File: src/rtl/gpu_cmd_fetch.sv
// Display-list fetch engine feeding the GPU line rasterizer.
// Reads packed line commands over a Wishbone read master and programs the
// rasterizer through a second Wishbone master, polling its FIFO count
// before every command so nothing is pushed into a full FIFO.
module gpu_cmd_fetch #(
  parameter int RASTER_FIFO_DEPTH = 16,
  parameter int MAX_CMDS          = 4096
) (
  input  logic        clk,
  input  logic        rst,
  input  logic        s_cyc_i,
  input  logic        s_stb_i,
  input  logic        s_we_i,
  input  logic [31:0] s_adr_i,
  input  logic [31:0] s_dat_i,
  output logic        s_ack_o,
  output logic [31:0] s_dat_o,
  output logic        d_cyc_o,
  output logic        d_stb_o,
  output logic [31:0] d_adr_o,
  input  logic [31:0] d_dat_i,
  input  logic        d_ack_i,
  output logic        r_cyc_o,
  output logic        r_stb_o,
  output logic        r_we_o,
  output logic [3:0]  r_sel_o,
  output logic [31:0] r_adr_o,
  output logic [31:0] r_dat_o,
  input  logic [31:0] r_dat_i,
  input  logic        r_ack_i,
  output logic        irq_o
);

  typedef enum logic [2:0] {
    IDLE, FETCH0, FETCH1, POLL, WRITE, START, DONE, ERROR
  } state_t;

  localparam logic [31:0] FIFO_LIMIT = 32'(RASTER_FIFO_DEPTH);
  localparam logic [31:0] CMD_LIMIT  = 32'(MAX_CMDS);

  state_t      state;
  logic [31:0] list_addr, cur_addr, cmd_count;
  logic [8:0]  x0, y0, x1, y1;
  logic        color;
  logic        done, error, irq_en, abort_req;
  logic [2:0]  widx;
  logic [31:0] wr_data;
  logic        s_req, s_wr, start_cmd, abort_cmd, busy;
  logic        unused_bits;

  assign s_req     = s_cyc_i & s_stb_i & ~s_ack_o;
  assign s_wr      = s_req & s_we_i;
  assign start_cmd = s_wr && (s_adr_i[2:0] == 3'd1) && s_dat_i[0];
  assign abort_cmd = s_wr && (s_adr_i[2:0] == 3'd1) && s_dat_i[1];
  assign busy      = (state != IDLE);
  assign irq_o     = irq_en & (done | error);

  assign unused_bits = &{1'b0, s_adr_i[31:3], d_dat_i[31:18], r_dat_i[31:6]};

  // Rasterizer register data for the current step of the five-write burst.
  always_comb begin
    wr_data = '0;
    case (widx)
      3'd0:    wr_data = {23'd0, x0};
      3'd1:    wr_data = {23'd0, y0};
      3'd2:    wr_data = {23'd0, x1};
      3'd3:    wr_data = {23'd0, y1};
      default: wr_data = {31'd0, color};
    endcase
  end

  // CPU slave: one-cycle ack, register writes and registered read data.
  always_ff @(posedge clk) begin
    if (rst) begin
      s_ack_o   <= 1'b0;
      s_dat_o   <= '0;
      list_addr <= '0;
      irq_en    <= 1'b0;
    end else begin
      s_ack_o <= s_req;
      if (s_req) begin
        if (s_we_i) begin
          case (s_adr_i[2:0])
            3'd0:    list_addr <= {s_dat_i[31:2], 2'b00};
            3'd1:    irq_en    <= s_dat_i[2];
            default: ;
          endcase
        end else begin
          case (s_adr_i[2:0])
            3'd0:    s_dat_o <= list_addr;
            3'd1:    s_dat_o <= {29'd0, irq_en, 2'b00};
            3'd2:    s_dat_o <= {29'd0, error, done, busy};
            3'd3:    s_dat_o <= cmd_count;
            3'd4:    s_dat_o <= cur_addr;
            default: s_dat_o <= '0;
          endcase
        end
      end
    end
  end

  // Fetch/issue sequencer; bus outputs are registered and dropped the cycle
  // after ack, so each state re-arms its master only when the bus is idle.
  always_ff @(posedge clk) begin
    if (rst) begin
      state     <= IDLE;
      cur_addr  <= '0;
      cmd_count <= '0;
      done      <= 1'b0;
      error     <= 1'b0;
      abort_req <= 1'b0;
      widx      <= '0;
      x0        <= '0;
      y0        <= '0;
      x1        <= '0;
      y1        <= '0;
      color     <= 1'b0;
      d_cyc_o   <= 1'b0;
      d_stb_o   <= 1'b0;
      d_adr_o   <= '0;
      r_cyc_o   <= 1'b0;
      r_stb_o   <= 1'b0;
      r_we_o    <= 1'b0;
      r_sel_o   <= '0;
      r_adr_o   <= '0;
      r_dat_o   <= '0;
    end else begin
      if (abort_cmd && busy) abort_req <= 1'b1;
      case (state)
        IDLE: begin
          abort_req <= 1'b0;
          if (start_cmd) begin
            done      <= 1'b0;
            error     <= 1'b0;
            cmd_count <= '0;
            cur_addr  <= list_addr;
            state     <= FETCH0;
          end
        end
        default: begin
          // A pending abort is honoured only once neither master has a cycle open.
          if (abort_req && !d_cyc_o && !r_cyc_o) begin
            state     <= IDLE;
            done      <= 1'b0;
            error     <= 1'b0;
            abort_req <= 1'b0;
          end else begin
            case (state)
              FETCH0, FETCH1: begin
                if (!d_cyc_o) begin
                  d_cyc_o <= 1'b1;
                  d_stb_o <= 1'b1;
                  d_adr_o <= cur_addr;
                end else if (d_ack_i) begin
                  d_cyc_o  <= 1'b0;
                  d_stb_o  <= 1'b0;
                  d_adr_o  <= '0;
                  cur_addr <= cur_addr + 32'd4;
                  if (state == FETCH0) begin
                    x0    <= d_dat_i[8:0];
                    y0    <= d_dat_i[17:9];
                    color <= d_dat_i[18];
                    case (d_dat_i[31:28])
                      4'h0:    state <= DONE;
                      4'h1:    state <= FETCH1;
                      default: state <= ERROR;
                    endcase
                  end else begin
                    x1    <= d_dat_i[8:0];
                    y1    <= d_dat_i[17:9];
                    state <= POLL;
                  end
                end
              end
              POLL, WRITE, START: begin
                if (!r_cyc_o) begin
                  r_cyc_o <= 1'b1;
                  r_stb_o <= 1'b1;
                  r_sel_o <= '1;
                  r_we_o  <= (state != POLL);
                  r_adr_o <= (state == POLL)  ? 32'd10 :
                             (state == START) ? 32'd5  : {29'd0, widx};
                  r_dat_o <= (state == WRITE) ? wr_data : '0;
                end else if (r_ack_i) begin
                  r_cyc_o <= 1'b0;
                  r_stb_o <= 1'b0;
                  r_we_o  <= 1'b0;
                  r_sel_o <= '0;
                  r_adr_o <= '0;
                  r_dat_o <= '0;
                  if (state == POLL) begin
                    if ({26'd0, r_dat_i[5:0]} < FIFO_LIMIT) begin
                      widx  <= '0;
                      state <= WRITE;
                    end
                  end else if (state == WRITE) begin
                    if (widx == 3'd4) state <= START;
                    else widx <= widx + 3'd1;
                  end else begin
                    cmd_count <= cmd_count + 32'd1;
                    state     <= (cmd_count + 32'd1 == CMD_LIMIT) ? ERROR : FETCH0;
                  end
                end
              end
              DONE: begin
                done  <= 1'b1;
                state <= IDLE;
              end
              ERROR: begin
                error <= 1'b1;
                state <= IDLE;
              end
              default: state <= IDLE;
            endcase
          end
        end
      endcase
    end
  end

endmodule

File: config.mk
export PLATFORM = sky130hd
export DESIGN_NAME = gpu_cmd_fetch
export DESIGN_NICKNAME = d
export VERILOG_FILES = /design/src/rtl/gpu_cmd_fetch.sv
export SDC_FILE = /design/constraint.sdc
export NUM_CORES = 1
export LEC_CHECK = 0
export CORE_MARGIN = 3
export CORE_UTILIZATION = 50
export DETAILED_ROUTE_END_ITERATION = 8
export PLACE_DENSITY = 0.81
export SYNTH_ARGS = -nofsm -noshare
export SYNTH_HDL_FRONTEND = slang
export SYNTH_SLANG_ARGS = --single-unit
File: constraint.sdc
create_clock -name clk -period 7.45 [get_ports clk]
set_clock_uncertainty 0.05 [all_clocks]
set_input_delay 1.49 -clock clk [delete_from_list [all_inputs] [get_ports clk]]
set_output_delay 1.49 -clock clk [all_outputs]
set_load 0.05 [all_outputs]
==> metrics <==
die height=155.3 um; EDFF count, synth=0; commonest cells in the netlist=236 x nand2_1, 221 x dfxtp_1, 158 x nor2_1; clock slew at reported path FFs=0.06 ns; GRT met2 Usage=0.4270; Detailed Route Iter0 Violations=1213; Pins Over Slew Limit=0; largest net degree at the start of global routing=88; RR Endpoint=cur_addr[22]; final count of negative-setup-slack endpoints=0; M1 GR Usage=0.3739; Max-cap violations=0; WP depth=8; vias in the first global route=10030; Worst setup SP type=input port; R2R Path Start=state[1]; Synth Area per Inst=7.564 um2; ys flop type=dfxtp_1; WP data required=7.78 ns; final instance area=13210 um2; Pleak=4.254 nW; Synth area leader=dfxtp_1; drt drc=0; fillers=1907; CTS root buffer=clkbuf_16; crit-path leading delay family=compound AO/OA/AOI/OAI gates; Yosys warning count=0; core area=21490 um2; Post-Synth XOR/XNOR Area=0.01101; clock power share=0.372; Tot GR Track Use=0.2689; Worst Setup End Kind=flip-flop; Pwr per Cell Area=248.1 nW/um2; FF-to-FF setup slack=4.09 ns; FMAX=244.2 MHz; Cell Rows=53; crit path kind=input port to flip-flop; unrepaired setup endpoints after global routing=no; post-synthesis mux area share=0.006289; count leader, synth=nand2_1; CTS tree=done; share of cells above drive strength 1=0.05430; Post-Syn Area=11140 um2; Tmin final=4.095 ns; CP cell instances=clkdlybuf4s50_1 > nand2_1 > or3_1 > a31oi_4 > buf_4 > o21ai_0 > a22oi_1 > nor2_1; post-CTS setup buffers=0; Post-Route Utilization=0.6148; Final nets=1672; synth unique cells=67; area delta synth->final=18.56%; hold path start=y1[5]; detailed-route wire length=34220 um; Worst Max-Slew Pin Slew=1.208 ns; top cells by area, synth=dfxtp_1 40%, nand2_1 8.0%, a22oi_1 7.2%; first-pass GRT wire length=53370 um; Post-Place Cells=1779; Die ar.=24110 um2; I/O Pins=274; Clock Tree Buf Depth=3; Sw Pwr=1.084 mW; # hold bufs at CTS=0; cell area after placement=12400 um2; WL/cell=18.78 um; Resized Gates After CTS=0; gr busiest metal=met2; register area share after synthesis=0.3971; CTS sink cnt=221; Seq cells post-synth=221; Adder-Cell Fraction of Synth Area=0.008759; ant diodes=0; grt total ovfl=0; Cells after Synth=1473; Initial Util=0.5186; post-synthesis compound-gate area fraction=0.2440; Sw Share=0.3307; CP Max Fanout=23; internal power=2.194 mW; number of port buffers=154; CP Buf/Inv Count=2; hold path depth=2; CP max-delay cell=or3_1; Final HPWL DP=23060 um; Worst Hold Path EP=y1[5]; Power Total=3.278 mW; Critical Path Max Stage Delay=0.75 ns; largest family of logic cells by synthesized area=compound AO/OA/AOI/OAI gates; post-synth top area share=0.3971; Post-synth ARST share=0; Detailed Routing Iterations Pass 1=7; status=finished, final reports clean; initial antenna violation count=1; H-tree depth=1; global placer's final weighted congestion=0.9075; sequential power share=0.408; Cell Count, Final, Fillers Out=1822; Worst Reg2Reg Path Length in Cells=7; CP arrival=4.42 ns; Vias/cell=6.083; final hold vios=0; fraction of the mapped netlist area in simple logic gates=0.2381; setup_tns=0 ns; Routed Antenna Nets=0; Hold Path Class=flip-flop to flip-flop; clk_lat worst skew=0.51 ns; CTS Buf Count=24; Die X=155.3 um; Slew HR=0.1904; final worst-path cycle share=0.5497; met3 Use GR=0.04284; Vias=11080; Gate power share=0.220; Peak VDD IR=0.1784 mV
## worst max path at each step
stage | endpoint | slack (ns) | from
after floorplan | state[2] | 4.06 | s_adr_i[2]
after CTS | cur_addr[22] | 3.41 | d_ack_i
after detailed placement | cur_addr[22] | 2.88 | d_ack_i
after global routing | cur_addr[22] | 3.21 | d_ack_i
after global placement | cur_addr[22] | 2.93 | d_ack_i
final | cur_addr[22] | 3.35 | d_ack_i
## worst reg2reg max path, stage by stage, from the launching register on
cell and delay, ns:
dfxtp_1 0.71, inv_1 0.20, or3_1 0.77, a31oi_4 0.75
buf_4 0.40, o21ai_0 0.13, a22oi_1 0.15, nor2_1 0.05
## cell type report
type,count,area (um2),area share
Clock buffer,36,726.9,0.05503
Clock inverter,7,87.58,0.006630
Inverter,12,45.04,0.003410
Multi-Input combinational cell,1101,5919,0.4481
Sequential cell,221,4424,0.3349
Tap cell,275,344.1,0.02605
Timing Repair Buffer,170,1663,0.1259
## cells by family after synthesis
| family | Yosys count |
|---|---|
| AND/OR/NAND/NOR | 582 |
| AO/OA/AOI/OAI | 439 |
| flip-flops | 221 |
| buffers and inverters | 201 |
| XOR/XNOR | 14 |
| adder cells (fa/ha/maj) | 8 |
| multiplexers | 7 |
| other | 1 |
## layer usage
layer	share of wire	wire length (um)
met5	0.00032	11
met4	0.034	1169
met3	0.086	2950
met2	0.46	15770
met1	0.42	14310
## placed cells by master, fill, tap and decap left out, drive strengths merged, types with 5 or more instances in the layout
master	count
nand2	236
dfxtp	221
nor2	158
a21oi	154
clkdlybuf4s50	153
a22oi	107
o21ai	95
conb	51
clkbuf	36
nor3	35
nand3	34
nand4	26
buf	17
and3	17
a211oi	16
nor4	16
inv	12
or3	12
and2	10
a222oi	9
a31oi	9
xnor2	8
a21o	8
mux2i	7
ha	7
and4	6
o31ai	6
xor2	6
or2	6
nand3b	5
o22ai	5
nor3b	5
## power groups by stage
stage                     Sequential [mW]  Clock, mW  Combinational [mW]
after floorplan                      1.35          0               0.503
after global placement               1.36          0               0.687
after detailed placement             1.36          0               0.706
after CTS                            1.33       1.23               0.707
after global routing                 1.35       1.28               0.772
final                                1.34       1.22               0.720
## registers in the layout (all words and copies together) (netlist names), 3 cells and up
signal,cells
cmd_count,32
cur_addr,30
d_adr_o,31
list_addr,30
r_adr_o,4
r_dat_o,9
s_dat_o,32
state,3
widx,3
x0,9
x1,9
y0,9
y1,9
## metrics by stage
| stage | setup slack [ns] | hold slack (ns) |
|---|---|---|
| 3_3_place_gp | 2.928 | 0.3908 |
| 3_5_place_dp | 2.880 | 0.3965 |
| 2_1_floorplan | 4.062 | 0.3857 |
| 5_1_grt | 3.213 | 0.4167 |
| 6_report | 3.355 | 0.4040 |
| 4_1_cts | 3.412 | 0.4053 |
Note: power is estimated with default switching activity, not from simulation.
